===== src/rtl/wb2uart_if.sv =====
// Wishbone classic bus bundle between a local master and the wb2uart slave.
// Signal names keep the slave-side suffixes so they read the same as the
// slave's port list.
interface wb2uart_if;
  logic        cyc_i;
  logic        stb_i;
  logic        we_i;
  logic [22:0] adr_i;
  logic [7:0]  dat_i;
  logic [7:0]  dat_o;
  logic        ack_o;
  logic        err_o;

  modport master (
    output cyc_i, stb_i, we_i, adr_i, dat_i,
    input  dat_o, ack_o, err_o
  );

  modport slave (
    input  cyc_i, stb_i, we_i, adr_i, dat_i,
    output dat_o, ack_o, err_o
  );
endinterface


===== src/rtl/wb2uart.sv =====
// wb2uart: Wishbone classic slave that turns each bus cycle into a 4-byte
// UART command frame for the UART-to-Wishbone bridge, then waits for the
// bridge's 1-byte reply and terminates the cycle with ack_o (good stop bit)
// or err_o (framing error).
// Optional feature macro: WB2UART_TIMEOUT_EN adds a response timeout that
// ends the cycle with err_o and dat_o=8'hFF when the bridge stays silent.
module wb2uart #(
  parameter int CLKS_PER_BIT = 16
`ifdef WB2UART_TIMEOUT_EN
  ,
  parameter int TIMEOUT_CYCLES = 4096
`endif
) (
  input  logic     clk_i,
  input  logic     rst_i,
  wb2uart_if.slave wb,
  output logic     uart_txd,
  input  logic     uart_rxd
);

  localparam int CW = (CLKS_PER_BIT > 1) ? $clog2(CLKS_PER_BIT) : 1;
  localparam logic [CW-1:0] BIT_LAST  = CW'(CLKS_PER_BIT - 1);
  localparam logic [CW-1:0] HALF_LAST = CW'(CLKS_PER_BIT / 2 - 1);

`ifdef WB2UART_TIMEOUT_EN
  localparam int TW = (TIMEOUT_CYCLES > 1) ? $clog2(TIMEOUT_CYCLES) : 1;
  localparam logic [TW-1:0] TO_LAST = TW'(TIMEOUT_CYCLES - 1);
`endif

  typedef enum logic [3:0] {
    IDLE, TX_START, TX_DATA, TX_STOP,
    RX_WAIT, RX_START, RX_DATA, RX_STOP, DONE
  } state_t;

  state_t        state_q, state_d;
  logic [CW-1:0] baud_q, baud_d;
  logic [2:0]    bit_q, bit_d;
  logic [1:0]    byte_q, byte_d;
  logic [7:0]    rx_shift_q, rx_shift_d;
  logic [7:0]    rdat_q, rdat_d;
  logic          resp_err_q, resp_err_d;
  logic          txd_q, txd_d;
  logic [7:0]    tx_byte;

  logic          we_q;
  logic [22:0]   adr_q;
  logic [7:0]    wdat_q;

  logic          rxd_meta, rxd_sync, rxd_prev;
  logic          req, capture, bit_end;

`ifdef WB2UART_TIMEOUT_EN
  logic [TW-1:0] to_q;
`endif

  assign req     = wb.cyc_i & wb.stb_i;
  assign bit_end = (baud_q == BIT_LAST);

  // Bring the bridge's TX line into the clock domain; idle level is high.
  always_ff @(posedge clk_i or posedge rst_i) begin
    if (rst_i) begin
      rxd_meta <= 1'b1;
      rxd_sync <= 1'b1;
      rxd_prev <= 1'b1;
    end else begin
      rxd_meta <= uart_rxd;
      rxd_sync <= rxd_meta;
      rxd_prev <= rxd_sync;
    end
  end

  // Snapshot the request once; later bus changes must not disturb the frame.
  always_ff @(posedge clk_i or posedge rst_i) begin
    if (rst_i) begin
      we_q   <= 1'b0;
      adr_q  <= '0;
      wdat_q <= '0;
    end else if (capture) begin
      we_q   <= wb.we_i;
      adr_q  <= wb.adr_i;
      wdat_q <= wb.we_i ? wb.dat_i : 8'h00;
    end
  end

`ifdef WB2UART_TIMEOUT_EN
  // Silence counter: zero outside RX_WAIT, so every entry starts from zero.
  always_ff @(posedge clk_i or posedge rst_i) begin
    if (rst_i)                  to_q <= '0;
    else if (state_q != RX_WAIT) to_q <= '0;
    else                        to_q <= to_q + 1'b1;
  end
`endif

  // State, bit timing, and response registers; txd is registered so it never glitches.
  always_ff @(posedge clk_i or posedge rst_i) begin
    if (rst_i) begin
      state_q    <= IDLE;
      baud_q     <= '0;
      bit_q      <= '0;
      byte_q     <= '0;
      rx_shift_q <= '0;
      rdat_q     <= '0;
      resp_err_q <= 1'b0;
      txd_q      <= 1'b1;
    end else begin
      state_q    <= state_d;
      baud_q     <= baud_d;
      bit_q      <= bit_d;
      byte_q     <= byte_d;
      rx_shift_q <= rx_shift_d;
      rdat_q     <= rdat_d;
      resp_err_q <= resp_err_d;
      txd_q      <= txd_d;
    end
  end

  // Next-state logic: transmit four bytes back-to-back, then receive one reply byte.
  always_comb begin
    state_d    = state_q;
    baud_d     = baud_q;
    bit_d      = bit_q;
    byte_d     = byte_q;
    rx_shift_d = rx_shift_q;
    rdat_d     = rdat_q;
    resp_err_d = resp_err_q;
    capture    = 1'b0;

    case (state_q)
      IDLE: begin
        if (req) begin
          capture = 1'b1;
          state_d = TX_START;
          baud_d  = '0;
          bit_d   = '0;
          byte_d  = '0;
        end
      end
      TX_START: begin
        if (bit_end) begin
          state_d = TX_DATA;
          baud_d  = '0;
          bit_d   = '0;
        end else begin
          baud_d = baud_q + 1'b1;
        end
      end
      TX_DATA: begin
        if (bit_end) begin
          baud_d = '0;
          bit_d  = bit_q + 3'd1;
          if (bit_q == 3'd7) state_d = TX_STOP;
        end else begin
          baud_d = baud_q + 1'b1;
        end
      end
      TX_STOP: begin
        if (bit_end) begin
          baud_d  = '0;
          byte_d  = byte_q + 2'd1;
          state_d = (byte_q == 2'd3) ? RX_WAIT : TX_START;
        end else begin
          baud_d = baud_q + 1'b1;
        end
      end
      RX_WAIT: begin
        if (rxd_prev && !rxd_sync) begin
          state_d = RX_START;
          baud_d  = '0;
        end
`ifdef WB2UART_TIMEOUT_EN
        else if (to_q == TO_LAST) begin
          state_d    = DONE;
          rdat_d     = 8'hFF;
          resp_err_d = 1'b1;
        end
`endif
      end
      RX_START: begin
        if (baud_q == HALF_LAST) begin
          baud_d  = '0;
          bit_d   = '0;
          state_d = rxd_sync ? RX_WAIT : RX_DATA;
        end else begin
          baud_d = baud_q + 1'b1;
        end
      end
      RX_DATA: begin
        if (bit_end) begin
          baud_d     = '0;
          rx_shift_d = {rxd_sync, rx_shift_q[7:1]};
          bit_d      = bit_q + 3'd1;
          if (bit_q == 3'd7) state_d = RX_STOP;
        end else begin
          baud_d = baud_q + 1'b1;
        end
      end
      RX_STOP: begin
        if (bit_end) begin
          baud_d     = '0;
          rdat_d     = rx_shift_q;
          resp_err_d = !rxd_sync;
          state_d    = DONE;
        end else begin
          baud_d = baud_q + 1'b1;
        end
      end
      DONE:    state_d = IDLE;
      default: state_d = IDLE;
    endcase
  end

  // Line level for the upcoming cycle, taken from where the transmitter is headed.
  always_comb begin
    case (byte_d)
      2'd0:    tx_byte = {we_q, adr_q[22:16]};
      2'd1:    tx_byte = adr_q[15:8];
      2'd2:    tx_byte = adr_q[7:0];
      default: tx_byte = wdat_q;
    endcase
    txd_d = 1'b1;
    if (state_d == TX_START)     txd_d = 1'b0;
    else if (state_d == TX_DATA) txd_d = tx_byte[bit_d];
  end

  assign uart_txd = txd_q;
  assign wb.dat_o = rdat_q;
  assign wb.ack_o = (state_q == DONE) && !resp_err_q && req;
  assign wb.err_o = (state_q == DONE) &&  resp_err_q && req;

endmodule


===== src/flat_wrapper.sv =====
// flat-port wrapper written by rule: the top's interface ports become plain ports
module wb2uart_flat 
#(
  parameter int CLKS_PER_BIT = 16

)
  (clk_i, rst_i, uart_txd, uart_rxd, wb_cyc_i, wb_stb_i, wb_we_i, wb_adr_i, wb_dat_i, wb_dat_o, wb_ack_o, wb_err_o);
  wb2uart_if wb_i ();
  input  logic clk_i;
  input  logic rst_i;
  output logic uart_txd;
  input  logic uart_rxd;
  input wire logic [$bits(wb_i.cyc_i)-1:0] wb_cyc_i;
  input wire logic [$bits(wb_i.stb_i)-1:0] wb_stb_i;
  input wire logic [$bits(wb_i.we_i)-1:0] wb_we_i;
  input wire logic [$bits(wb_i.adr_i)-1:0] wb_adr_i;
  input wire logic [$bits(wb_i.dat_i)-1:0] wb_dat_i;
  output wire logic [$bits(wb_i.dat_o)-1:0] wb_dat_o;
  output wire logic [$bits(wb_i.ack_o)-1:0] wb_ack_o;
  output wire logic [$bits(wb_i.err_o)-1:0] wb_err_o;
  assign wb_i.cyc_i = wb_cyc_i;
  assign wb_i.stb_i = wb_stb_i;
  assign wb_i.we_i = wb_we_i;
  assign wb_i.adr_i = wb_adr_i;
  assign wb_i.dat_i = wb_dat_i;
  assign wb_dat_o = wb_i.dat_o;
  assign wb_ack_o = wb_i.ack_o;
  assign wb_err_o = wb_i.err_o;
  wb2uart #(.CLKS_PER_BIT(CLKS_PER_BIT)) u_core (.clk_i(clk_i), .rst_i(rst_i), .wb(wb_i), .uart_txd(uart_txd), .uart_rxd(uart_rxd));
endmodule

===== config.mk =====
export PLATFORM = sky130hd
export DESIGN_NAME = wb2uart_flat
export DESIGN_NICKNAME = d
export VERILOG_FILES = /design/src/rtl/wb2uart_if.sv /design/src/rtl/wb2uart.sv /design/src/flat_wrapper.sv
export SDC_FILE = /design/constraint.sdc
export NUM_CORES = 1
export LEC_CHECK = 0
export CAP_MARGIN = 20
export CORE_MARGIN = 8
export CORE_UTILIZATION = 49
export CTS_CLUSTER_DIAMETER = 200
export DETAILED_ROUTE_END_ITERATION = 16
export PLACE_DENSITY = 0.82
export SYNTH_ARGS = -nofsm -noshare
export SYNTH_HDL_FRONTEND = slang
export SYNTH_SLANG_ARGS = --single-unit

===== constraint.sdc =====
create_clock -name clk_i -period 2.6 [get_ports clk_i]
set_clock_uncertainty 0.15 [all_clocks]
set_input_delay 0.52 -clock clk_i [delete_from_list [all_inputs] [get_ports clk_i]]
set_output_delay 0.52 -clock clk_i [all_outputs]
set_load 0.02 [all_outputs]

==> results.tsv <==
stage	metric	value	unit
synthesis	async_flop_share	100	%
power	ir_drop	0.000366	V
floorplanning	die_w	98.0	µm
hold_path	hold_path.class	register to register	
synthesis	synth_edf_count	0	
timing	slew_violations	0	
finish	nFillCells	518	
power	switching_share	22.9	%
drt	first_iter_violations	216	
drt	drt_pre_antenna_iters	6	
timing	rsz0062_at_grt	true	
floorplanning	start_util	49.6	%
finish	final_common_cell	nand2_1	
timing	setup_viol	1	
power	pwr-share-seq	55.2	%
timing	fmax	0.358	GHz
synthesis	synth-simple-area-share	22.1	%
critical_path	crit_type	register to register	
finish	num-nets-final	449	
cts	cts_root_buffer	clkbuf_8	
drt	routedWlPerCell	15.7	µm
placed_design	dp_hpwl	5490	µm
power	power_density	452	mW/mm²
power	intPower	1.48	mW
critical_path	endpoint_kind	register	
floorplanning	coreArea	0.00664	mm²
synthesis	synthFlopType	dfrtp_1	
drt	via_per_inst	5.61	
drt	via_count	2759	
synthesis	ys_ff_latch	66	
grt	track_usage	16.3	%
cts	cts_tree	built	
synthesis	syn-cell-area	0.00329	mm²
finish	layout-area-overhead-vs-synth	29.4	%
timing	hold_violations	0	
critical_path	reg2reg_depth	13	
critical_path	ff2ff_setup_slack	-190	ps
timing	tightest_slew	703	ps
floorplanning	die_h	98.0	µm
grt	grt_pass1_vias	2764	
critical_path	critPathMaxFanout	3	
floorplanning	fp-row-count	30	
synthesis	yosys_warnings	0	
synthesis	synth_nets	378	
timing	setup_tns	-190	ps
cts	numCtsBuffers	9	
hold_path	whs_path_depth	0	
synthesis	synth_top_family_by_area	simple AND/OR/NAND/NOR gates	
synthesis	yosysSeqAreaShare	50.3	%
drt	drc_errors	0	
run_status	status	finished, violations left	
critical_path	required	2720	ps
drt	ant_nets	0	
finish	post_route_cells_drive_above_1_share	23.1	%
grt	grt_pass1_wl	12900	µm
timing	timing.hold.ws	209	ps
hold_path	whs_endpoint	u_core.rxd_sync$_DFF_PP1_	
placed_design	gp_congestion	0.899	
timing	period_minus_slack	2790	ps
grt	antenna_found_initial	0	
grt	grt-ovfl-total	0	
job	maxCapViolCount	0	
power	p_switching	0.441	mW
finish	n_antenna_cell	0	
synthesis	synth_compound_area_share	13.0	%
synthesis	syn_inst	336	
critical_path	r2r-end	u_core.uart_txd$_DFF_PP1_	
cts	clock_latency	330	ps
power	p_comb_share	5.9	%
floorplanning	io-pin-count	48	
finish	layout_common_cells	nand2_1, dfrtp_1, clkdlybuf4s50_1, buf_4, mux2_2	
cts	path_clk_slew	70	ps
run_status	violations	setup timing	
drt	postRouteWirelength	7710	µm
synthesis	synth_cell_types	58	
timing	setup_ws	-190	ps
cts	htreeDepth	3	
cts	cts_sinks	66	
hold_path	holdCritStartpoint	u_core.rxd_meta$_DFF_PP1_	
synthesis	syn_avg_cell_area	9.80	µm²
placed_design	portBuffers	47	
cts	cts.path.max_buffers	2	
synthesis	synthAdderAreaFrac	1.90	%
synthesis	synth.area.mux_share	8.28	%
critical_path	critPathLaunchType	register	
timing	relSlewSlack	52.8	%
grt	grt_max_degree	33	
power	clock_power_share	38.9	%
critical_path	worstPathArrival	2910	ps
synthesis	synth-xor-area-share	0.266	%
cts	hold_buffers	0	
critical_path	rr_startpoint	u_core.baud_q[0]$_DFFE_PP0P_	
floorplanning	fp.dieArea	0.00960	mm²
power	leakagePower	2.02	nW
timing	min_period_over_period	107	%
==> power by group through the flow <==
stage,Clock [mW],Combinational [mW],Sequential (mW)
after global placement,0,0.111,1.08
after CTS,0.764,0.115,1.06
after floorplan,0,0.0378,1.08
after detailed placement,0,0.115,1.08
final,0.749,0.113,1.06
after global routing,0.802,0.125,1.06
==> layout make-up <==
cell class,instances,area [µm²],share of cell area [%]
inverters,10,40.0,0.939
clock inverters,5,31.3,0.734
multi-input cells,243,1560,36.7
clock buffers,11,141,3.32
repair buffers,77,731,17.1
flip-flops and latches,66,1660,38.9
well taps,80,100,2.35
==> synth_stat cells, types with 5 or more instances <==
master	number	share of area, %
nand2_1	98	11
dfrtp_1	62	47
mux2_2	16	5.5
a21oi_1	15	2.3
nand3_1	14	2.1
o21ai_0	11	1.7
clkbuf_1	10	1.1
nor2_1	9	1.0
inv_1	7	0.80
mux2i_1	7	2.1
o221ai_1	7	1.9
ha_1	5	1.9
nor3_1	5	0.76
==> critical path: stages (launching register included) <==
cell	delay, ps
dfrtp_1	420
ha_4	180
and3_4	150
inv_4	60
ha_4	180
or3b_1	350
a21oi_2	150
a211oi_2	80
inv_2	100
buf_4	120
and2_1	160
a211oi_2	60
o41ai_1	370
o31a_1	190
==> flip-flops by register name (all words and copies together), names as in the netlist, 2 cells and up <==
name,flops
u_core.adr_q,23
u_core.rx_shift_q,8
u_core.wb.dat_o,8
u_core.wdat_q,8
u_core.baud_q,4
u_core.state_q,4
u_core.bit_q,3
u_core.byte_q,2
==> metal layers <==
metal | wire, µm | track usage, % | vias to the layer above
met5 | 0 | 0 | -
met4 | 236 | 7.79 | 0
met3 | 299 | 3.20 | 21
met2 | 3950 | 27.4 | 85
met1 | 3230 | 19.6 | 1339
li1 | - | - | 1314
==> through the flow <==
| step | instance area (µm²) | std cells | worst slack, ps | power (mW) | utilization (%) |
|---|---|---|---|---|---|
| 2_1_floorplan | 3310 | 336 | -66.8 | 1.11 | - |
| 3_3_place_gp | 4030 | 473 | -186 | 1.19 | 60.6 |
| 3_5_place_dp | 4030 | 473 | -265 | 1.20 | 60.6 |
| 4_1_cts | 4230 | 491 | -164 | 1.94 | 63.7 |
| 5_1_grt | 4260 | 492 | -282 | 1.99 | 64.2 |
| 6_report | 4260 | 492 | -190 | 1.93 | 64.2 |
==> cell families after synthesis <==
| logic type | count (synthesis) |
|---|---|
| buf+inv | 27 |
| flops | 66 |
| compound gates | 60 |
| simple gates | 153 |
| fa+ha+maj | 5 |
| mux | 24 |
| xor+xnor | 1 |
==> worst max path at each step <==
stage / from / end / slack [ps] / cells past startpoint
floorplan: u_core.baud_q[1]$_DFFE_PP0P_ / u_core.uart_txd$_DFF_PP1_ / -70 / 13
global placement: wb_cyc_i / u_core.uart_txd$_DFF_PP1_ / -190 / 10
detailed placement: wb_cyc_i / u_core.uart_txd$_DFF_PP1_ / -260 / 9
CTS: u_core.baud_q[0]$_DFFE_PP0P_ / u_core.uart_txd$_DFF_PP1_ / -160 / 13
global route: u_core.baud_q[0]$_DFFE_PP0P_ / u_core.uart_txd$_DFF_PP1_ / -280 / 13
finish: u_core.baud_q[0]$_DFFE_PP0P_ / u_core.uart_txd$_DFF_PP1_ / -190 / 13
==> timing repair <==
action	CTS	global route
endpoints found under the setup margin	3	1
buffers inserted	2	1
pin swaps	8	8
resized for setup	6	4
endpoints found under the hold margin	0	0
No activity file was read; power rests on OpenSTA's default activity.
